### src/rtl/cla_pkg.sv
// Shared constants and state encoding for the nibble-serial adder sequencer.
package cla_pkg;
  localparam int SLICE_W = 4;

  typedef enum logic [1:0] {
    IDLE = 2'd0,
    RUN  = 2'd1,
    DONE = 2'd2
  } cla_seq_state_t;
endpackage

### src/rtl/CarryLookAheadAdder4Bit.sv
// Combinational 4-bit carry lookahead adder slice: all carries formed
// directly from generate/propagate terms in two logic levels.
module CarryLookAheadAdder4Bit (
  input  logic [3:0] i_a,
  input  logic [3:0] i_b,
  input  logic       i_cin,
  output logic [3:0] o_sum,
  output logic       o_cout
);
  logic [3:0] w_g;
  logic [3:0] w_p;
  logic [4:0] w_c;

  assign w_g = i_a & i_b;
  assign w_p = i_a ^ i_b;

  assign w_c[0] = i_cin;
  assign w_c[1] = w_g[0] | (w_p[0] & i_cin);
  assign w_c[2] = w_g[1] | (w_p[1] & w_g[0]) | (w_p[1] & w_p[0] & i_cin);
  assign w_c[3] = w_g[2] | (w_p[2] & w_g[1]) | (w_p[2] & w_p[1] & w_g[0])
                | (w_p[2] & w_p[1] & w_p[0] & i_cin);
  assign w_c[4] = w_g[3] | (w_p[3] & w_g[2]) | (w_p[3] & w_p[2] & w_g[1])
                | (w_p[3] & w_p[2] & w_p[1] & w_g[0])
                | (w_p[3] & w_p[2] & w_p[1] & w_p[0] & i_cin);

  assign o_sum  = w_p ^ w_c[3:0];
  assign o_cout = w_c[4];
endmodule

### src/rtl/cla_slice_sequencer.sv
// Nibble-serial NUMBITS adder: one shared 4-bit CLA slice, LS nibble first,
// carry registered between slices, valid/ready on both sides.
module cla_slice_sequencer
  import cla_pkg::*;
#(
  parameter int NUMBITS = 16
) (
  input  logic               clk,
  input  logic               reset_n,
  input  logic               in_valid,
  output logic               in_ready,
  input  logic [NUMBITS-1:0] a_in,
  input  logic [NUMBITS-1:0] b_in,
  input  logic               c_in,
  output logic               out_valid,
  input  logic               out_ready,
  output logic [NUMBITS-1:0] s_out,
  output logic               c_out,
  output logic               ovf_out,
  output logic               busy
);
  localparam int N  = NUMBITS / SLICE_W;
  localparam int CW = (N > 1) ? $clog2(N) : 1;
  localparam logic [CW-1:0] LAST = CW'(N - 1);

  if ((NUMBITS % SLICE_W) != 0 || NUMBITS < SLICE_W) begin : g_bad_width
    $error("cla_slice_sequencer: NUMBITS must be a multiple of 4 and >= 4");
  end

  cla_seq_state_t       r_state;
  logic [CW-1:0]        r_k;
  logic [NUMBITS-1:0]   r_a;
  logic [NUMBITS-1:0]   r_b;
  logic                 r_carry;
  logic [NUMBITS-1:0]   r_s;
  logic                 r_cout;
  logic                 r_ovf;
  logic                 r_in_ready;
  logic                 r_out_valid;
  logic                 r_busy;

  logic [SLICE_W-1:0]   w_a_nib;
  logic [SLICE_W-1:0]   w_b_nib;
  logic [SLICE_W-1:0]   w_sum;
  logic                 w_cout;

  always_comb begin
    w_a_nib = '0;
    w_b_nib = '0;
    for (int i = 0; i < N; i++) begin
      if (r_k == CW'(i)) begin
        w_a_nib = r_a[i*SLICE_W +: SLICE_W];
        w_b_nib = r_b[i*SLICE_W +: SLICE_W];
      end
    end
  end

  CarryLookAheadAdder4Bit u_slice (
    .i_a    (w_a_nib),
    .i_b    (w_b_nib),
    .i_cin  (r_carry),
    .o_sum  (w_sum),
    .o_cout (w_cout)
  );

  // Handshake flags are registered alongside the state so every output is a
  // flop; in_ready comes up on the first edge after reset release.
  always_ff @(posedge clk or negedge reset_n) begin
    if (!reset_n) begin
      r_state     <= IDLE;
      r_k         <= '0;
      r_a         <= '0;
      r_b         <= '0;
      r_carry     <= 1'b0;
      r_s         <= '0;
      r_cout      <= 1'b0;
      r_ovf       <= 1'b0;
      r_in_ready  <= 1'b0;
      r_out_valid <= 1'b0;
      r_busy      <= 1'b0;
    end else begin
      case (r_state)
        IDLE: begin
          if (in_valid && r_in_ready) begin
            r_a        <= a_in;
            r_b        <= b_in;
            r_carry    <= c_in;
            r_k        <= '0;
            r_state    <= RUN;
            r_in_ready <= 1'b0;
            r_busy     <= 1'b1;
          end else begin
            r_in_ready <= 1'b1;
          end
        end
        RUN: begin
          for (int i = 0; i < N; i++) begin
            if (r_k == CW'(i)) r_s[i*SLICE_W +: SLICE_W] <= w_sum;
          end
          r_carry <= w_cout;
          r_k     <= r_k + 1'b1;
          if (r_k == LAST) begin
            r_cout      <= w_cout;
            r_ovf       <= (r_a[NUMBITS-1] ~^ r_b[NUMBITS-1]) & (r_a[NUMBITS-1] ^ w_sum[SLICE_W-1]);
            r_state     <= DONE;
            r_out_valid <= 1'b1;
          end
        end
        DONE: begin
          if (out_ready) begin
            r_state     <= IDLE;
            r_out_valid <= 1'b0;
            r_busy      <= 1'b0;
            r_in_ready  <= 1'b1;
          end
        end
        default: r_state <= IDLE;
      endcase
    end
  end

  assign in_ready  = r_in_ready;
  assign out_valid = r_out_valid;
  assign s_out     = r_s;
  assign c_out     = r_cout;
  assign ovf_out   = r_ovf;
  assign busy      = r_busy;
endmodule

### config.mk
export PLATFORM = sky130hd
export DESIGN_NAME = cla_slice_sequencer
export DESIGN_NICKNAME = d
export VERILOG_FILES = /design/src/rtl/cla_pkg.sv /design/src/rtl/CarryLookAheadAdder4Bit.sv /design/src/rtl/cla_slice_sequencer.sv
export SDC_FILE = /design/constraint.sdc
export NUM_CORES = 1
export LEC_CHECK = 0
export CORE_MARGIN = 4
export CORE_UTILIZATION = 45
export CTS_CLUSTER_DIAMETER = 30
export DETAILED_ROUTE_END_ITERATION = 12
export GPL_ROUTABILITY_DRIVEN = 1
export PLACE_DENSITY = 0.72
export SYNTH_ARGS = -nofsm -noshare
export SYNTH_HDL_FRONTEND = slang
export SYNTH_SLANG_ARGS = --single-unit
### constraint.sdc
create_clock -name clk -period 3.9 [get_ports clk]
set_input_delay 0.39 -clock clk [delete_from_list [all_inputs] [get_ports clk]]
set_output_delay 0.39 -clock clk [all_outputs]
set_load 0.02 [all_outputs]
Word level (Yosys, flattened, before mapping) --
Cells that the tools add are included.
Operators by class: eq/ne operators 8, reduce and logical (&&, ||, !) cells 16, bitwise operators 32, add/subtract/negate cells 1, multiplexer cells 24
Operator list (number):
- $mux 4 | 8
- $and 1x1->1 | 17
- $reduce_and 2->1 | 7
- $or 1x1->1 | 10
- $reduce_and 3->1 | 3
- $mux 2 | 4
- $pmux 1 s2 | 4
- $xor 4x4->4 | 2
- $eq 2x2->1 const B | 3
- $mux 1 | 6
- $ne 2x2->1 const B | 3
- $pmux 2 s3 | 1
- $reduce_bool 2->1 | 3
- $and 4x4->4 | 1
- $eq 2x1->1 const B | 2
- $logic_not 2->1 | 2
- $pmux 2 s2 | 1
- $add 2x1->2 const B | 1
- $logic_and 1x1->1 | 1
- $xnor 1x1->1 | 1
- $xor 1x1->1 | 1
Word-level totals: word-level logic and storage cells 95, output and inout port bits 21, flip-flop bits (word level) 58, input port bits 37

Longest topological paths before layout --
word-level depth 13, gate-level depth with buffers 12, gate-level depth less buffers 11

By module --
A second synthesis with hierarchy kept.
Second synthesis, totals: cell total of the unflattened synthesis 207, area, all modules 2800.2 µm²
By module, submodules not included:
- cla_slice_sequencer | cells an instance 190, area an instance 2652.5 µm², seq. area each 1451.4 µm², times used 1
- CarryLookAheadAdder4Bit | cells an instance 17, area an instance 147.6 µm², seq. area each 0.0 µm², times used 1

Least setup slack after synthesis --
No wires, ideal clock.
kind reg-to-reg, from register r_k[0], to register r_ovf (netlist: ovf_out), arrival 2.612 ns, stages on the path, launching flop included 12, data required time 3.813 ns, path slack 1.202 ns, cell sequence dfrtp_1 > ha_1 > clkbuf_1 > nand3b_1 > a21oi_1 > a21oi_1 > o21ai_0 > ha_1 > a21o_1 > and4_4 > or3_4 > o211ai_1
On the way: word-level cells in the longest chain between the ends 13, elaborated cells on any way between the ends 26, those cells by class eq/ne: 3; mux: 8; bitwise: 13; reduce/logical: 2
RTL lines:
- from (decl) | RTL line cla_slice_sequencer.sv:31 | logic [CW-1:0] r_k;
- from (signal assigned) | RTL line cla_slice_sequencer.sv:101 | r_k <= r_k + 1'b1;
- $logic_not 2->1 | RTL line cla_slice_sequencer.sv:51 | if (r_k == CW'(i)) begin
- $mux 4 (4 in a row) | RTL line cla_slice_sequencer.sv:51
- $xor 4x4->4 / $and 4x4->4 (equally long branches) | RTL line CarryLookAheadAdder4Bit.sv:15, CarryLookAheadAdder4Bit.sv:14
- $and 1x1->1 (on tied branches) | RTL line CarryLookAheadAdder4Bit.sv:20, CarryLookAheadAdder4Bit.sv:21
- $or 1x1->1, or another cell as far along | RTL line CarryLookAheadAdder4Bit.sv:20 | assign w_c[3] = w_g[2] | (w_p[2] & w_g[1]) | (w_p[2] & w_p[1] & w_g[0])
- $or 1x1->1 / $and 1x1->1 (equally long branches) | RTL line CarryLookAheadAdder4Bit.sv:20, CarryLookAheadAdder4Bit.sv:21
- $or 1x1->1 | RTL line CarryLookAheadAdder4Bit.sv:21 | | (w_p[2] & w_p[1] & w_p[0] & i_cin);
- $xor 4x4->4 | RTL line CarryLookAheadAdder4Bit.sv:26 | assign o_sum = w_p ^ w_c[3:0];
- $xor 1x1->1 | RTL line cla_slice_sequencer.sv:104 | r_ovf <= (r_a[NUMBITS-1] ~^ r_b[NUMBITS-1]) & (r_a[NUMBITS-1] ^ w_sum[SLICE_W-1]);
- $and 1x1->1 | RTL line cla_slice_sequencer.sv:104
- to (signal assigned) | RTL line cla_slice_sequencer.sv:104
- to (decl) | RTL line cla_slice_sequencer.sv:37 | logic r_ovf;
Parallel ways exist; a longest one is shown, timed or not. A chain may end at the register's enable or synchronous reset.

Worst setup path in the final report --
from register r_k[0], to register r_s[11] (netlist: s_out[11])
On the way: word-level cells in the longest chain between the ends 11, elaborated cells on any way between the ends 24, those cells by class eq/ne: 3; mux: 8; bitwise: 11; reduce/logical: 2
RTL lines:
- $logic_not 2->1 | RTL line cla_slice_sequencer.sv:51
- $mux 4 (4 in a row) | RTL line cla_slice_sequencer.sv:51
- $xor 4x4->4 / $and 4x4->4 (equally long branches) | RTL line CarryLookAheadAdder4Bit.sv:15, CarryLookAheadAdder4Bit.sv:14
- $and 1x1->1 (on tied branches) | RTL line CarryLookAheadAdder4Bit.sv:20, CarryLookAheadAdder4Bit.sv:21
- $or 1x1->1, or another cell as far along | RTL line CarryLookAheadAdder4Bit.sv:20
- $or 1x1->1 / $and 1x1->1 (equally long branches) | RTL line CarryLookAheadAdder4Bit.sv:20, CarryLookAheadAdder4Bit.sv:21
- $or 1x1->1 | RTL line CarryLookAheadAdder4Bit.sv:21
- $xor 4x4->4 | RTL line CarryLookAheadAdder4Bit.sv:26
- to (signal, indexed assignment) | RTL line cla_slice_sequencer.sv:98 | if (r_k == CW'(i)) r_s[i*SLICE_W +: SLICE_W] <= w_sum;
- to (decl) | RTL line cla_slice_sequencer.sv:35 | logic [NUMBITS-1:0] r_s;
Parallel ways exist; a longest one is shown, timed or not.

==> run metrics <==
GRT overflow=0; global-route wire length before repair=a little under 10 mm; Setup Crit Path Kind=reg -> reg; area taken by multi-input logic gates=1120 µm²; RSZ-0062 raised after global routing=false; Max IR drop VDD=about 350 µV; slowest stage delay, CP=between 0.4 and 0.5 ns; Worst Setup End Kind=flop; die span in x=about 85 µm; IO buf count=57; Layout Skew=0.00539 ns; FF+latch count, synth=58; Post-route DRC=0; die footprint=about 7000 µm²; Hold Path Class=in -> async; effective utilization at floorplan=0.471; post-synthesis cell count=291; Final Hold Fails=0; layout cell share with drive strength beyond 1=0.0734; Critical Path RT=about 4.2 ns; final core occ=0.618; Global Route Usage Sum=0.170; FP Rows=27; # H-tree levels=3; number of max-cap violations=0; cts repair resizes=0; Netlist cell types=29; relative slew slack=0.481; Crit path top cell by count=ha_1; TNS Setup=0 ns; detailed-router iteration count before antenna repair=4; async set-reset flop share out of synthesis=1.00; CP cell instances=ha_1 -> nor2b_1 -> a221oi_1 -> o31ai_1 -> ha_1 -> a21o_1 -> and4_4 -> or3_4 -> o21ai_0; register area share after synthesis=0.550; CP max FO=11; number of flops mapped to enable cells by yosys=0; Yosys Warn Count=0; WL final=5.78 mm; Mapped Area=about 2600 µm²; Worst-Margin Slew=~0.78 ns; die height=84.6 µm; Top Ports=58; P&R area growth vs syn=31.3%; post-CTS setup buffers=0; clk sinks=58; Power per Cell Area=915 nW/µm²; Top FF cell, synth=dfrtp_1; commonest non-fill, non-tap cell in the layout=nand2_1; Final #Nets=around 400; Wirelength per Cell=between 10 and 15 µm; Max clock buf depth=2; slowest CP cell=nor2b_1; min Tclk post-route=around 3.1 ns; initial antenna violation count=0; Peak Freq=roughly 320 MHz; setup ws final=0.788 ns; HPWL Detailed=approximately 4.3 mm; gp weighted congestion=around 0.84; Slew Viols, Final=0; Syn Nets=roughly 340; startpoint types=flop; Setup-failing EPs final=0; Via Count=between 2000 and 2500; vias in the first global route=roughly 2100; leading cell types in the layout, fill and taps excluded=nand2_1 (128), dfrtp_1 (58), clkdlybuf4s50_1 (56); CTS tree=yes; leakage power=approximately 1.6 nW; core region area=~5600 µm²; syn_area_per_cell=~9.1 µm²; Antenna diodes=0; ANT nets after route=0; root buf cell=clkbuf_8; Reg clk slew, reported paths=about 0.06 ns; period utilisation layout=0.798; clock latency on the worst-skew pair=~0.33 ns; FILL cells=a little over 500; Worst R2R Path Depth=9; total CTS buffers=9; drt via density=about 5.0; Place WS=0.851 ns; Hold Buf Count CTS=0; largest net degree at the start of global routing=37; register area=~1500 µm²; crit path DAT=~3.4 ns; status=completed; initial DRC count=70
registers in the layout, summed over array words and instances, names as in the netlist, 2 cells and up:
register  flops
r_k           2
r_a          16
r_b          16
r_state       2
s_out        16
cells by family after synthesis:
group / Yosys count / share of synthesized area
fa+ha+maj: 9 / 0.0455
mux: 4 / 0.0171
simple gates: 154 / 0.241
buf+inv: 17 / 0.0270
flops: 58 / 0.550
compound gates: 47 / 0.113
xor+xnor: 2 / 0.00663
through the flow:
step / instances / power, mW / hold slack, ns / area, µm²
6_report: 426 / 3.17 / 0.0366 / 3470
5_1_grt: 426 / 3.41 / 0.0697 / 3470
4_1_cts: 426 / 3.19 / 0.0421 / 3470
3_5_place_dp: 410 / 2.62 / 0.408 / 3260
3_3_place_gp: 410 / 2.57 / 0.402 / 3260
2_1_floorplan: 291 / 2.10 / 0.0944 / 2640
worst paths after layout:
kind | startpoint | endpoint | slack (ns)
worst max-delay path | r_k[0] | s_out[11] | 0.79
worst min-delay path | reset_n | s_out[13] | 0.04
worst max register to register | r_k[0] | s_out[11] | 0.79
worst min register to register | s_out[5] | s_out[5] | 0.48
max in group asynchronous | reset_n | r_b[13] | 3.04
min in group clk | s_out[5] | s_out[5] | 0.48
synthesized netlist by cell type, types with 2 or more instances:
cell type | instances | area [µm²]
nand2_1 | 128 | 480
dfrtp_1 | 58 | 1450
o21ai_0 | 17 | 85.1
o31ai_1 | 10 | 75.1
nor2b_1 | 9 | 56.3
ha_1 | 8 | 100
a21oi_1 | 7 | 35.0
a221oi_1 | 7 | 61.3
clkbuf_1 | 7 | 26.3
buf_2 | 6 | 30.0
nor2_1 | 6 | 22.5
inv_1 | 4 | 15.0
mux2_2 | 4 | 45.0
nand3_1 | 3 | 15.0
nand3b_1 | 2 | 15.0
o211ai_1 | 2 | 15.0
routing by layer:
| layer | up-vias | track usage | part of all wire |
|---|---|---|---|
| met4 | 0 | 0.0734 | 0.023 |
| met2 | 63 | 0.265 | 0.45 |
| met5 | - | 0 | 0 |
| met1 | 986 | 0.217 | 0.46 |
| li1 | 1079 | - | - |
| met3 | 14 | 0.0579 | 0.065 |
critical path: cells and delay by family (launching register included):
family                     cells  cell delay [ns]
adders and majority gates      2             0.67
and+or+nand+nor                3             1.03
AOI/OAI and AO/OA              4             0.90
DFF                            1             0.42
cell type report:
class,count,area share
flip-flops and latches,58,0.419
repair buffers,60,0.170
well taps,72,0.0260
clock inverters,5,0.0152
clock buffers,11,0.0437
multi-input cells,216,0.323
inverters,4,0.00433
power by group:
part | switching [mW] | internal [mW] | total (mW)
Clock | 0.226 | 0.326 | 0.552
Combinational | 0.887 | 0.664 | 1.55
Sequential | 0.185 | 0.883 | 1.07
Total | 1.30 | 1.87 | 3.17
No activity file was read; power rests on OpenSTA's default activity.
